$ cat config.mk
export PLATFORM = sky130hd
export DESIGN_NAME = mips16_mc_control
export DESIGN_NICKNAME = d
export VERILOG_FILES = /design/src/rtl/mips16_mc_control.sv
export SDC_FILE = /design/constraint.sdc
export NUM_CORES = 1
export LEC_CHECK = 0
export BUFFER_PORTS_ARGS = -buffer_cell sky130_fd_sc_hd__buf_2
export CAP_MARGIN = 5
export CORE_MARGIN = 2
export CORE_UTILIZATION = 54
export CTS_BUF_LIST = sky130_fd_sc_hd__clkbuf_8
export DETAILED_ROUTE_END_ITERATION = 8
export GPL_ROUTABILITY_DRIVEN = 0
export PLACE_DENSITY = 0.88
export REMOVE_ABC_BUFFERS = 1
export SLEW_MARGIN = 40
export SYNTH_ARGS = -nofsm -noshare
export SYNTH_HDL_FRONTEND = slang
export SYNTH_SLANG_ARGS = --single-unit
$ cat constraint.sdc
create_clock -name clk -period 2.6 [get_ports clk]
set_clock_uncertainty 0.2 [all_clocks]
set_input_delay 0.52 -clock clk [delete_from_list [all_inputs] [get_ports clk]]
set_output_delay 0.52 -clock clk [all_outputs]
set_load 0.01 [all_outputs]
$ cat src/rtl/mips16_mc_control.sv
// mips16_mc_control
// Multi-cycle main control FSM for the mips16 core. Sequences the shared ALU,
// the single memory port, the PC and the register file, waits on mem_ready
// for memory accesses, halts on an illegal opcode and counts retired
// instructions.

module mips16_mc_control #(
  parameter int CNT_W = 16
) (
  input  logic             clk,
  input  logic             rst,
  input  logic [3:0]       Opcode,
  input  logic             Zero,
  input  logic             mem_ready,
  output logic             PCWrite,
  output logic             IorD,
  output logic             MemRead,
  output logic             MemWrite,
  output logic             IRWrite,
  output logic             RegDst,
  output logic             MemtoReg,
  output logic             RegWrite,
  output logic             ALUSrcA,
  output logic [1:0]       ALUSrcB,
  output logic [1:0]       ALUOp,
  output logic [1:0]       PCSource,
  output logic             halted,
  output logic [CNT_W-1:0] instr_count
);

  localparam logic [3:0] OP_RTYPE = 4'b0000;
  localparam logic [3:0] OP_LW    = 4'b0001;
  localparam logic [3:0] OP_SW    = 4'b0010;
  localparam logic [3:0] OP_ADDI  = 4'b0011;
  localparam logic [3:0] OP_SLTI  = 4'b0100;
  localparam logic [3:0] OP_BEQ   = 4'b0101;
  localparam logic [3:0] OP_J     = 4'b0110;

  typedef enum logic [3:0] {
    S_FETCH  = 4'd0,
    S_DECODE = 4'd1,
    S_MEMADR = 4'd2,
    S_MEMRD  = 4'd3,
    S_MEMWB  = 4'd4,
    S_MEMWR  = 4'd5,
    S_RTEXE  = 4'd6,
    S_RTWB   = 4'd7,
    S_IEXE   = 4'd8,
    S_IWB    = 4'd9,
    S_BRANCH = 4'd10,
    S_JUMP   = 4'd11,
    S_HALT   = 4'd12
  } state_t;

  state_t           r_state;
  logic [3:0]       r_opcode;
  logic [CNT_W-1:0] r_instr_count;
  logic             w_retire;

  assign instr_count = r_instr_count;

  // Retirement: the last cycle of an instruction, i.e. the one that returns to FETCH
  always_comb begin
    w_retire = 1'b0;
    case (r_state)
      S_MEMWB, S_RTWB, S_IWB, S_BRANCH, S_JUMP: w_retire = 1'b1;
      S_MEMWR:                                  w_retire = mem_ready;
      default:                                  w_retire = 1'b0;
    endcase
  end

  // State sequencing, opcode latch (captured in DECODE) and retired-instruction counter
  always_ff @(posedge clk or posedge rst) begin
    if (rst) begin
      r_state       <= S_FETCH;
      r_opcode      <= 4'd0;
      r_instr_count <= '0;
    end else begin
      if (w_retire) begin
        r_instr_count <= r_instr_count + {{(CNT_W-1){1'b0}}, 1'b1};
      end
      case (r_state)
        S_FETCH: begin
          if (mem_ready) r_state <= S_DECODE;
        end
        S_DECODE: begin
          r_opcode <= Opcode;
          case (Opcode)
            OP_RTYPE:        r_state <= S_RTEXE;
            OP_LW, OP_SW:    r_state <= S_MEMADR;
            OP_ADDI, OP_SLTI: r_state <= S_IEXE;
            OP_BEQ:          r_state <= S_BRANCH;
            OP_J:            r_state <= S_JUMP;
            default:         r_state <= S_HALT;
          endcase
        end
        S_MEMADR: r_state <= (r_opcode == OP_LW) ? S_MEMRD : S_MEMWR;
        S_MEMRD: begin
          if (mem_ready) r_state <= S_MEMWB;
        end
        S_MEMWB:  r_state <= S_FETCH;
        S_MEMWR: begin
          if (mem_ready) r_state <= S_FETCH;
        end
        S_RTEXE:  r_state <= S_RTWB;
        S_RTWB:   r_state <= S_FETCH;
        S_IEXE:   r_state <= S_IWB;
        S_IWB:    r_state <= S_FETCH;
        S_BRANCH: r_state <= S_FETCH;
        S_JUMP:   r_state <= S_FETCH;
        S_HALT:   r_state <= S_HALT;
        default:  r_state <= S_HALT;
      endcase
    end
  end

  // Moore output decode; FETCH and BRANCH gate their PC/IR loads with mem_ready/Zero; all low in reset
  always_comb begin
    PCWrite  = 1'b0;
    IorD     = 1'b0;
    MemRead  = 1'b0;
    MemWrite = 1'b0;
    IRWrite  = 1'b0;
    RegDst   = 1'b0;
    MemtoReg = 1'b0;
    RegWrite = 1'b0;
    ALUSrcA  = 1'b0;
    ALUSrcB  = 2'b00;
    ALUOp    = 2'b00;
    PCSource = 2'b00;
    halted   = 1'b0;
    if (rst) begin
      MemRead = 1'b0;
    end else begin
      case (r_state)
        S_FETCH: begin
          MemRead = 1'b1;
          ALUSrcB = 2'b01;
          ALUOp   = 2'b11;
          IRWrite = mem_ready;
          PCWrite = mem_ready;
        end
        S_DECODE: begin
          ALUSrcB = 2'b11;
          ALUOp   = 2'b11;
        end
        S_MEMADR: begin
          ALUSrcA = 1'b1;
          ALUSrcB = 2'b10;
          ALUOp   = 2'b11;
        end
        S_MEMRD: begin
          MemRead = 1'b1;
          IorD    = 1'b1;
        end
        S_MEMWB: begin
          RegWrite = 1'b1;
          MemtoReg = 1'b1;
        end
        S_MEMWR: begin
          MemWrite = 1'b1;
          IorD     = 1'b1;
        end
        S_RTEXE: begin
          ALUSrcA = 1'b1;
        end
        S_RTWB: begin
          RegWrite = 1'b1;
          RegDst   = 1'b1;
        end
        S_IEXE: begin
          ALUSrcA = 1'b1;
          ALUSrcB = 2'b10;
          if (r_opcode == OP_SLTI) begin
            ALUOp = 2'b10;
          end else begin
            ALUOp = 2'b11;
          end
        end
        S_IWB: begin
          RegWrite = 1'b1;
        end
        S_BRANCH: begin
          ALUSrcA  = 1'b1;
          ALUOp    = 2'b01;
          PCSource = 2'b01;
          PCWrite  = Zero;
        end
        S_JUMP: begin
          PCSource = 2'b10;
          PCWrite  = 1'b1;
        end
        S_HALT: begin
          halted = 1'b1;
        end
        default: begin
          halted = 1'b0;
        end
      endcase
    end
  end

endmodule

Word-level counts from Yosys, hierarchy flattened --
Cells that the tools add are included.
Storage, ports and cells: register bits 24, output and inout bits 32, word-level logic and storage cells 73
Operators by class: $add $sub $neg 1, eq/ne operators 23, mux-type cells 34, reduce and logical (&&, ||, !) cells 12
Operators by type and width (number):
- $eq A4 B3 Y1 const B | 8
- $pmux W4 S8 | 1
- $eq A4 B4 Y1 const B | 5
- $mux W1 | 20
- $pmux W4 S5 | 1
- $add A16 B1 Y16 const B | 1
- $eq A4 B2 Y1 const B | 4
- $eq A4 B1 Y1 const B | 3
- $mux W4 | 3
- $pmux W2 S3 | 2
- $reduce_or A2 Y1 | 5
- $logic_not A4 Y1 | 2
- $mux W2 | 3
- $ne A2 B2 Y1 const B | 3
- $reduce_or A3 Y1 | 2
- $reduce_or A5 Y1 | 1
- $pmux W2 S2 | 1
- $reduce_or A4 Y1 | 1
- $mux W3 | 1
- $pmux W1 S3 | 1
- $reduce_and A3 Y1 | 1
- $pmux W1 S2 | 1

Depth between registers and ports, before layout --
Gate-level depths: netlist of the first run.
depth after elaboration 4, mapped depth 6

Worst setup path after synthesis of the first run --
OpenSTA, ideal clock, no wires.
path type in2out, start in rst, end out MemWrite, arrival 1.688 ns, data required time 1.880 ns, slack 0.192 ns, stages on the path 4, cell sequence clkbuf_1 -> inv_1 -> nand3_1 -> nor3_1
Between the ends: word-level cells in the longest chain between the ends 1
RTL lines:
- start, declared | line 11 | input logic rst,
- $mux W1 | line 132 | if (rst) begin
- end, declared | line 18 | output logic MemWrite,
Every way passes these cells.

Worst setup path in the final report of the first run --
start reg r_state[0], end out PCWrite
Between the ends: word-level cells in the longest chain between the ends 3
RTL lines:
- start, declared | line 55 | state_t r_state;
- start signal, assigned | line 97 | S_MEMADR: r_state <= (r_opcode == OP_LW) ? S_MEMRD : S_MEMWR;
- $eq A4 B4 Y1 or $logic_not A4 Y1 (tied branches) | line 135 | case (r_state)
- $pmux W1 S3 (*) | line 135
- $mux W1 (*) | line 132
- end, declared | line 15 | output logic PCWrite,
Every way passes the cells marked *; elsewhere a longest branch is shown, timed or not.

==> results of run 1 <==
[Yosys cell counts (2+ instances only)]
cell type                   n
sky130_fd_sc_hd__a21oi_1    5
sky130_fd_sc_hd__and3_1     5
sky130_fd_sc_hd__and4_1     2
sky130_fd_sc_hd__buf_6      2
sky130_fd_sc_hd__clkbuf_1   5
sky130_fd_sc_hd__dfrtp_1   24
sky130_fd_sc_hd__inv_1      5
sky130_fd_sc_hd__mux2_2     4
sky130_fd_sc_hd__nand2_1    7
sky130_fd_sc_hd__nand3_1    7
sky130_fd_sc_hd__nand4_1    4
sky130_fd_sc_hd__nor2_1    16
sky130_fd_sc_hd__nor3_1     4
sky130_fd_sc_hd__nor4_1     4
sky130_fd_sc_hd__nor4b_4    2
sky130_fd_sc_hd__o21a_1     2
sky130_fd_sc_hd__o21ai_0    4
sky130_fd_sc_hd__o311ai_0   2
sky130_fd_sc_hd__xnor2_1   13
sky130_fd_sc_hd__xor2_1     4
[sequential cells by signal, summed over array words and instances, names as in the netlist]
signal / flops
r_opcode: 4
r_state: 4
instr_count: 16
[power breakdown]
group	switching [W]	total, W	internal [W]
Clock	0.000121	0.000327	0.000206
Combinational	0.000374	0.000735	0.000361
Sequential	0.000192	0.000671	0.000479
[cell families (layout without fill, tap and decap cells)]
logic type / Yosys count / after routing / share of synthesized area [%]
compound gates: 26 / 26 / 13.45
xor+xnor: 17 / 17 / 10.26
fa+ha+maj: 1 / 1 / 0.8619
buf+inv: 14 / 51 / 5.000
flops: 24 / 24 / 41.38
mux: 5 / 5 / 4.137
simple gates: 58 / 58 / 24.91
[through the flow]
stage | util, % | instance area (um2) | total power (W)
2_1_floorplan | - | 1398 | 0.001166
3_3_place_gp | 65.53 | 1653 | 0.001367
3_5_place_dp | 65.53 | 1653 | 0.001401
4_1_cts | 68.35 | 1724 | 0.001738
5_1_grt | 68.45 | 1727 | 0.001854
6_report | 68.45 | 1727 | 0.001733
[layer usage]
layer / share of wire [%] / up-vias
li1: - / 597
met1: 46 / 604
met2: 49 / 25
met3: 3.7 / 5
met4: 1.5 / 0
met5: 0 / -
[worst max-delay path, stage by stage (launching register included)]
cell and delay, ns:
sky130_fd_sc_hd__dfrtp_1 0.70, sky130_fd_sc_hd__nor2_1 0.15, sky130_fd_sc_hd__and4_1 0.24, sky130_fd_sc_hd__o21bai_1 0.14, sky130_fd_sc_hd__buf_2 0.14
[worst paths after layout]
kind	startpoint	to	slack [ns]	cells after the start
min	rst	r_state[0]$_DFFE_PP0P_	0.17	3
max	r_state[0]$_DFFE_PP0P_	PCWrite	0.24	4
min in group clk	instr_count[15]$_DFFE_PP0P_	instr_count[15]$_DFFE_PP0P_	0.27	1
max reg2reg	r_state[0]$_DFFE_PP0P_	instr_count[1]$_DFFE_PP0P_	0.39	4
min reg2reg	instr_count[15]$_DFFE_PP0P_	instr_count[15]$_DFFE_PP0P_	0.27	1
max in group asynchronous	rst	r_state[1]$_DFFE_PP0P_	1.77	3
[area by class of cell]
type	instances	share of cell area [%]
multi-input cells	107	45.07
flip-flops and latches	24	34.93
repair buffers	42	12.61
clock buffers	3	2.391
well taps	30	2.174
clock inverters	1	1.739
inverters	5	1.087
==> results, run 1 <==
- The residual antenna-violating net count after detailed routing is 0.
- The synthesized netlist occupies a cell area of 0.001451 mm2.
- For the worst setup path, the data required time is 1.88 ns.
- The post-CTS setup buffer count is 0.
- Input and output buffers added on the ports amount to 39.
- Including well taps, the total number of placed cells is 208.
- The area taken by multi-input logic gates is 778.2 um2.
- The share of the cycle needed by the critical path after routing is 90.76%.
- Across every metal layer, demand over resource in global routing totals 20.20%.
- STA puts the critical path data arrival time at 1.64 ns.
- The CTS tree is done.
- The first global-routing pass estimated 5030 um of wire.
- The analysis attributes to cell leakage a power of 0.8287 nW.
- In this run the number of H-tree levels came out at 1.
- The die height is 55.85 um.
- Ranked by total cell area, the synthesized netlist is headed by sky130_fd_sc_hd__dfrtp_1 (41%), sky130_fd_sc_hd__xnor2_1 (7.8%), sky130_fd_sc_hd__nor2_1 (4.1%).
- The clock tree root buffer cell is sky130_fd_sc_hd__clkbuf_8.
- The number of antenna violations at the first check in global routing came to 0.
- The worst setup path is of the register to output port kind.
- Dividing the detail-routed wire length by the instance count gives 14.42 um.
- Detailed placement finished with a half-perimeter wire length of 2188 um.
- The number of global-route vias before repair is 1114.
- The number of maximum-capacitance constraint violations is 0.
- Using the TritonRoute via totals, the vias-per-cell ratio works out to 5.807.
- Global routing used 32.48% of the available met2 tracks.
- The total area inside the core boundary comes to 0.002522 mm2.
- The hold violation total from the final report came to 0.
- The later pin in the worst-skew pair is clocked with a latency of 0.27 ns.
- The register cell area after layout is 603.1 um2.
- The sum of overflow across all layers after global routing is 0.
- The net count of the finished layout is 192.
- The number of iterations in the first detailed-routing pass is 4.
- The final total negative setup slack is 0 ns.
- The number of distinct library cell variants in the gate-level netlist after synthesis is 44.
- The buffer levels on the longest clock path is 2.
- The final critical delay including setup and external delays is 2.360 ns.
- The worst-case vdd ir drop is 0.7947 mV.
- STA classifies the critical path startpoint as a register.
- Setup repair after global routing left no endpoint under its margin.
- The library cells used most frequently in the layout, excluding fill and tap cells, are sky130_fd_sc_hd__buf_2 (39), sky130_fd_sc_hd__dfrtp_1 (22), sky130_fd_sc_hd__nor2_1 (16).
- The quantity of gates resized following cts is 0.
- Among all flip-flop cells after synthesis, the most frequent one is sky130_fd_sc_hd__dfrtp_1.
- For the pin with the worst max-slew slack, the measured transition is 0.5478 ns.
- Fill cells in the final layout number 195.
- The number of placed I/O pins is 40.
- Clock-pin slew was measured on the worst setup and hold paths at 0.09 ns.
- The register bit total from synthesis is 24.
- The total number of clock tree sinks is 24.
- The number of slew-limit violations in the final report is 0.
- The final antenna diode count is 0.
- The finished layout holds 212 standard cells, fillers aside.
- The yosys synthesis warning count is 0.
- Global routing used 4.186% of the available met3 tracks.
- The fraction of synthesized cell area taken by the top area cell type is 41.38%.
- The setup slack after placement is 0.3313 ns.
- Across all hold checks on the routed design, the worst slack comes to 0.1660 ns.
- The power per cell area is 1004 mW/mm2.
- The floorplan step defined a die boundary enclosing 0.003119 mm2.
- The iteration-0 DRC count of the detailed router is 48.
- For this run, global-route usage on met1 was measured as 26.39%.
- Entering global routing, the biggest net connects 25 pins.
- The layer with the highest usage is met2.
- The mean area per synthesized cell is 10.01 um2.
- The layout-stage area growth over the synthesis result is 18.97%.
- The peak fanout along the critical path is 19.
- After detailed routing, the number of remaining DRC violations is 0.
- The initial core utilization is 57.54%.
- Setup violations remaining at the end of the flow were counted as 0.
- The number of flops mapped to enable cells by yosys is 0.
- The die is 55.85 um wide.
- The maximum achievable frequency is 423.8 MHz.
- The post-synthesis async set-or-reset flop share is 100.0%.
- Row generation in the floorplan step produced 18 rows.
- In the final layout, the share of cells above drive strength 1 is 32.97%.
- The register area share after synthesis is 41.38%.
- Hold repair after CTS inserted 0 buffers.
- The type of the tightest min-delay check is input pin to async pin.
- The minimum setup slack in the final design is 0.2403 ns.
- The kind of end point of the critical path is an output port.
- In this run, CTS created clock tree buffers numbering 3.
- After technology mapping, the gate count stands at 145.
- The detailed router placed 1231 vias in this run.
- The worst pin sits at a relative slew slack of 63.48%.
- The routed wire length is 3057 um.
- Leaving out fill and tap cells, the most frequent cell in the layout is sky130_fd_sc_hd__buf_2.
- The leading area contributor after synthesis is sky130_fd_sc_hd__dfrtp_1.
- The flow ran to the end, and the final reports show no timing, DRC or antenna violations.
(Power assumes the default switching activity.)
==> inputs of run 2 (changes only) <==
==> constraint.sdc (replaced) <==
create_clock -name clk -period 2.3 [get_ports clk]
set_clock_uncertainty 0.2 [all_clocks]
set_input_delay 0.46 -clock clk [delete_from_list [all_inputs] [get_ports clk]]
set_output_delay 0.46 -clock clk [all_outputs]
set_load 0.01 [all_outputs]
==> run 2 against run 1 <==
Net effect: combinational power increased by 37%; sequential cell count did not move; non-clock buffer count grew 5; sequential share of layout area decreased by 0.91 points; critical endpoint unchanged; cell count grew 2.4%; critical path type unchanged; critical path depth up 1; via count rose by 1.6%.
==> results, run 2 (synthesis gave the netlist of run 1 again) <==
- The endpoint arrival time on the critical path is 1.52 ns.
- In the final layout, the share of cells above drive strength 1 is 37.43%.
- The routed via count divided by cell count is 5.765.
- The layer with the highest usage is met2.
- The net count of the finished layout is 197.
- The floorplan has 18 rows.
- Setup repair after global routing left no endpoint under its margin.
- After detailed routing, the total wire length is 3310 um.
- The maximum achievable frequency is 457.7 MHz.
- The routing usage on met1 is 27.37%.
- The CTS clock-pin slew for the worst setup and hold paths is 0.09 ns.
- In this run the horizontal extent of the chip is 55.85 um.
- Global routing consumed, on the met2 layer, 35.71% of the routing resources.
- The core region area is 0.002522 mm2.
- In the post-route analysis, the smallest setup slack over all paths is 0.1154 ns.
- The sum of overflow across all layers after global routing is 0.
- The wire length of the first global-routing pass is 5271 um.
- In this run the number of H-tree levels came out at 1.
- In this run the worst path has a maximum fanout of 12.
- The kind of end point of the critical path is an output port.
- Power comes to 0.002073 W.
- The number of slew-limit violations in the final report is 0.
- The most common library cell in the layout ignoring fill and taps is sky130_fd_sc_hd__buf_2.
- The clock tree root buffer cell is sky130_fd_sc_hd__clkbuf_8.
- The clock network latency to the later pin of the worst-skew pair is 0.27 ns.
- The number of maximum-capacitance constraint violations is 0.
- The number of hold buffers added after CTS was 0.
- The pin count of the biggest net entering global routing is 25.
- The share of the cycle needed by the critical path after routing is 94.98%.
- The hold violation total from the final report is 0.
- The final total negative setup slack is 0 ns.
- The repair_antennas step left the layout with diodes totalling 0.
- The required time reported for the critical path endpoint is 1.64 ns.
- The number of fill cells is 185.
- In this run the count of I/O pins placed on the die edge is 40.
- Global routing used 5.116% of the available met3 tracks.
- In the final routed layout, each cell accounts on average for 15.25 um.
- The count of nets left with antenna violations once routing finished came out at 0.
- The leakage power total is 0.8526 nW.
- The register cell area after layout is 605.6 um2.
- The clock drives 24 sinks.
- The number of iterations in the first detailed-routing pass is 4.
- The multi-input combinational cells in the finished layout cover a total of 792.0 um2.
- The number of antenna violations at the first check in global routing is 0.
- The die covers 0.003119 mm2.
- The number of global-route vias before repair is 1171.
- The die height is 55.85 um.
- The buffer levels on the longest clock path is 2.
- The number of setup violations in the final report is 0.
- The count of buffers added on input and output ports is 39.
- The layout-stage area growth over the synthesis result is 22.67%.
- The final critical delay including setup and external delays is 2.185 ns.
- The run finished with clean final reports.
- For this block, the via count after detailed routing is 1251.
- The number of flip-flops under the largest register name is 16.
- The CTS buffer count is 3.
- TritonCTS built the clock tree.
- The critical path class is register to output port.
- The power per cell area is 1164 mW/mm2.
- The nature of the critical path startpoint is a register.
- The overall fraction of global-route tracks in use is 20.91%.
- Before CTS, the worst setup slack after placement is 0.2621 ns.
- The initial core utilization is 57.54%.
- The worst pin sits at a relative slew slack of 66.07%.
- At the pin with the least slew margin, the transition time is 0.5026 ns.
- The detailed placer's ending HPWL is 2353 um.
- The iteration-0 DRC count of the detailed router is 28.
- The type of the tightest min-delay check is input pin to async pin.
- In the layout the commonest cells are sky130_fd_sc_hd__buf_2 (39), sky130_fd_sc_hd__dfrtp_1 (20), sky130_fd_sc_hd__nor2_1 (14).
- VDD sags by at most 1.121 mV.
- The residual DRC count is 0.
-- run 2: critical path, cell delays in order, from the launching register on --
cell and delay, ns:
sky130_fd_sc_hd__dfrtp_2 0.43, sky130_fd_sc_hd__buf_4 0.19, sky130_fd_sc_hd__nor2_2 0.15, sky130_fd_sc_hd__and4_1 0.23, sky130_fd_sc_hd__o21bai_1 0.11, sky130_fd_sc_hd__buf_2 0.15
-- run 2: power breakdown --
part,leakage (nW),internal (W),switching (W),total (W)
Sequential,0.307,0.000545,0.000152,0.000697
Clock,0.0357,0.000233,0.000138,0.000371
Combinational,0.510,0.000463,0.000542,0.00101
Total,0.853,0.00124,0.000832,0.00207
-- run 2: worst paths after layout --
path | startpoint | endpoint | slack (ns) | depth (start not counted)
worst max-delay path | r_state[1]$_DFFE_PP0P_ | PCWrite | 0.12 | 5
worst min-delay path | rst | r_state[0]$_DFFE_PP0P_ | 0.12 | 3
worst max register to register | r_opcode[3]$_DFFE_PP0P_ | r_state[2]$_DFFE_PP0P_ | 0.22 | 5
worst min register to register | instr_count[15]$_DFFE_PP0P_ | instr_count[15]$_DFFE_PP0P_ | 0.27 | 1
max in group asynchronous | rst | r_state[3]$_DFFE_PP0P_ | 1.52 | 3
min in group clk | instr_count[15]$_DFFE_PP0P_ | instr_count[15]$_DFFE_PP0P_ | 0.27 | 1
-- run 2: routing by layer --
layer	vias up	wire (um)
li1	605	-
met1	592	1401
met2	52	1685
met3	2	200
met4	0	23
met5	-	0
-- run 2: per-stage QoR --
| stage | instance area, um2 | util (%) | std cells | hold WS (ns) |
|---|---|---|---|---|
| 6_report | 1780 | 70.59 | 217 | 0.1227 |
| 5_1_grt | 1780 | 70.59 | 217 | 0.1619 |
| 4_1_cts | 1750 | 69.39 | 215 | 0.1114 |
| 3_5_place_dp | 1675 | 66.42 | 211 | 0.2620 |
| 3_3_place_gp | 1675 | 66.42 | 211 | 0.2562 |
| 2_1_floorplan | 1398 | - | 136 | 0.2832 |
-- run 2: repair_timing --
action / 4_1_cts / 5_1_grt
gates resized for setup: 2 / 6
endpoints found under the setup margin: 3 / 5
setup buffers: 0 / 2
-- run 2: layout make-up --
cell class	instances	share of cell area (%)
clock buffer	3	2.319
clock inverter	1	1.687
inverter	5	1.054
multi-input combinational	107	44.48
sequential	24	34.01
tap	30	2.108
timing repair buffer	47	14.34
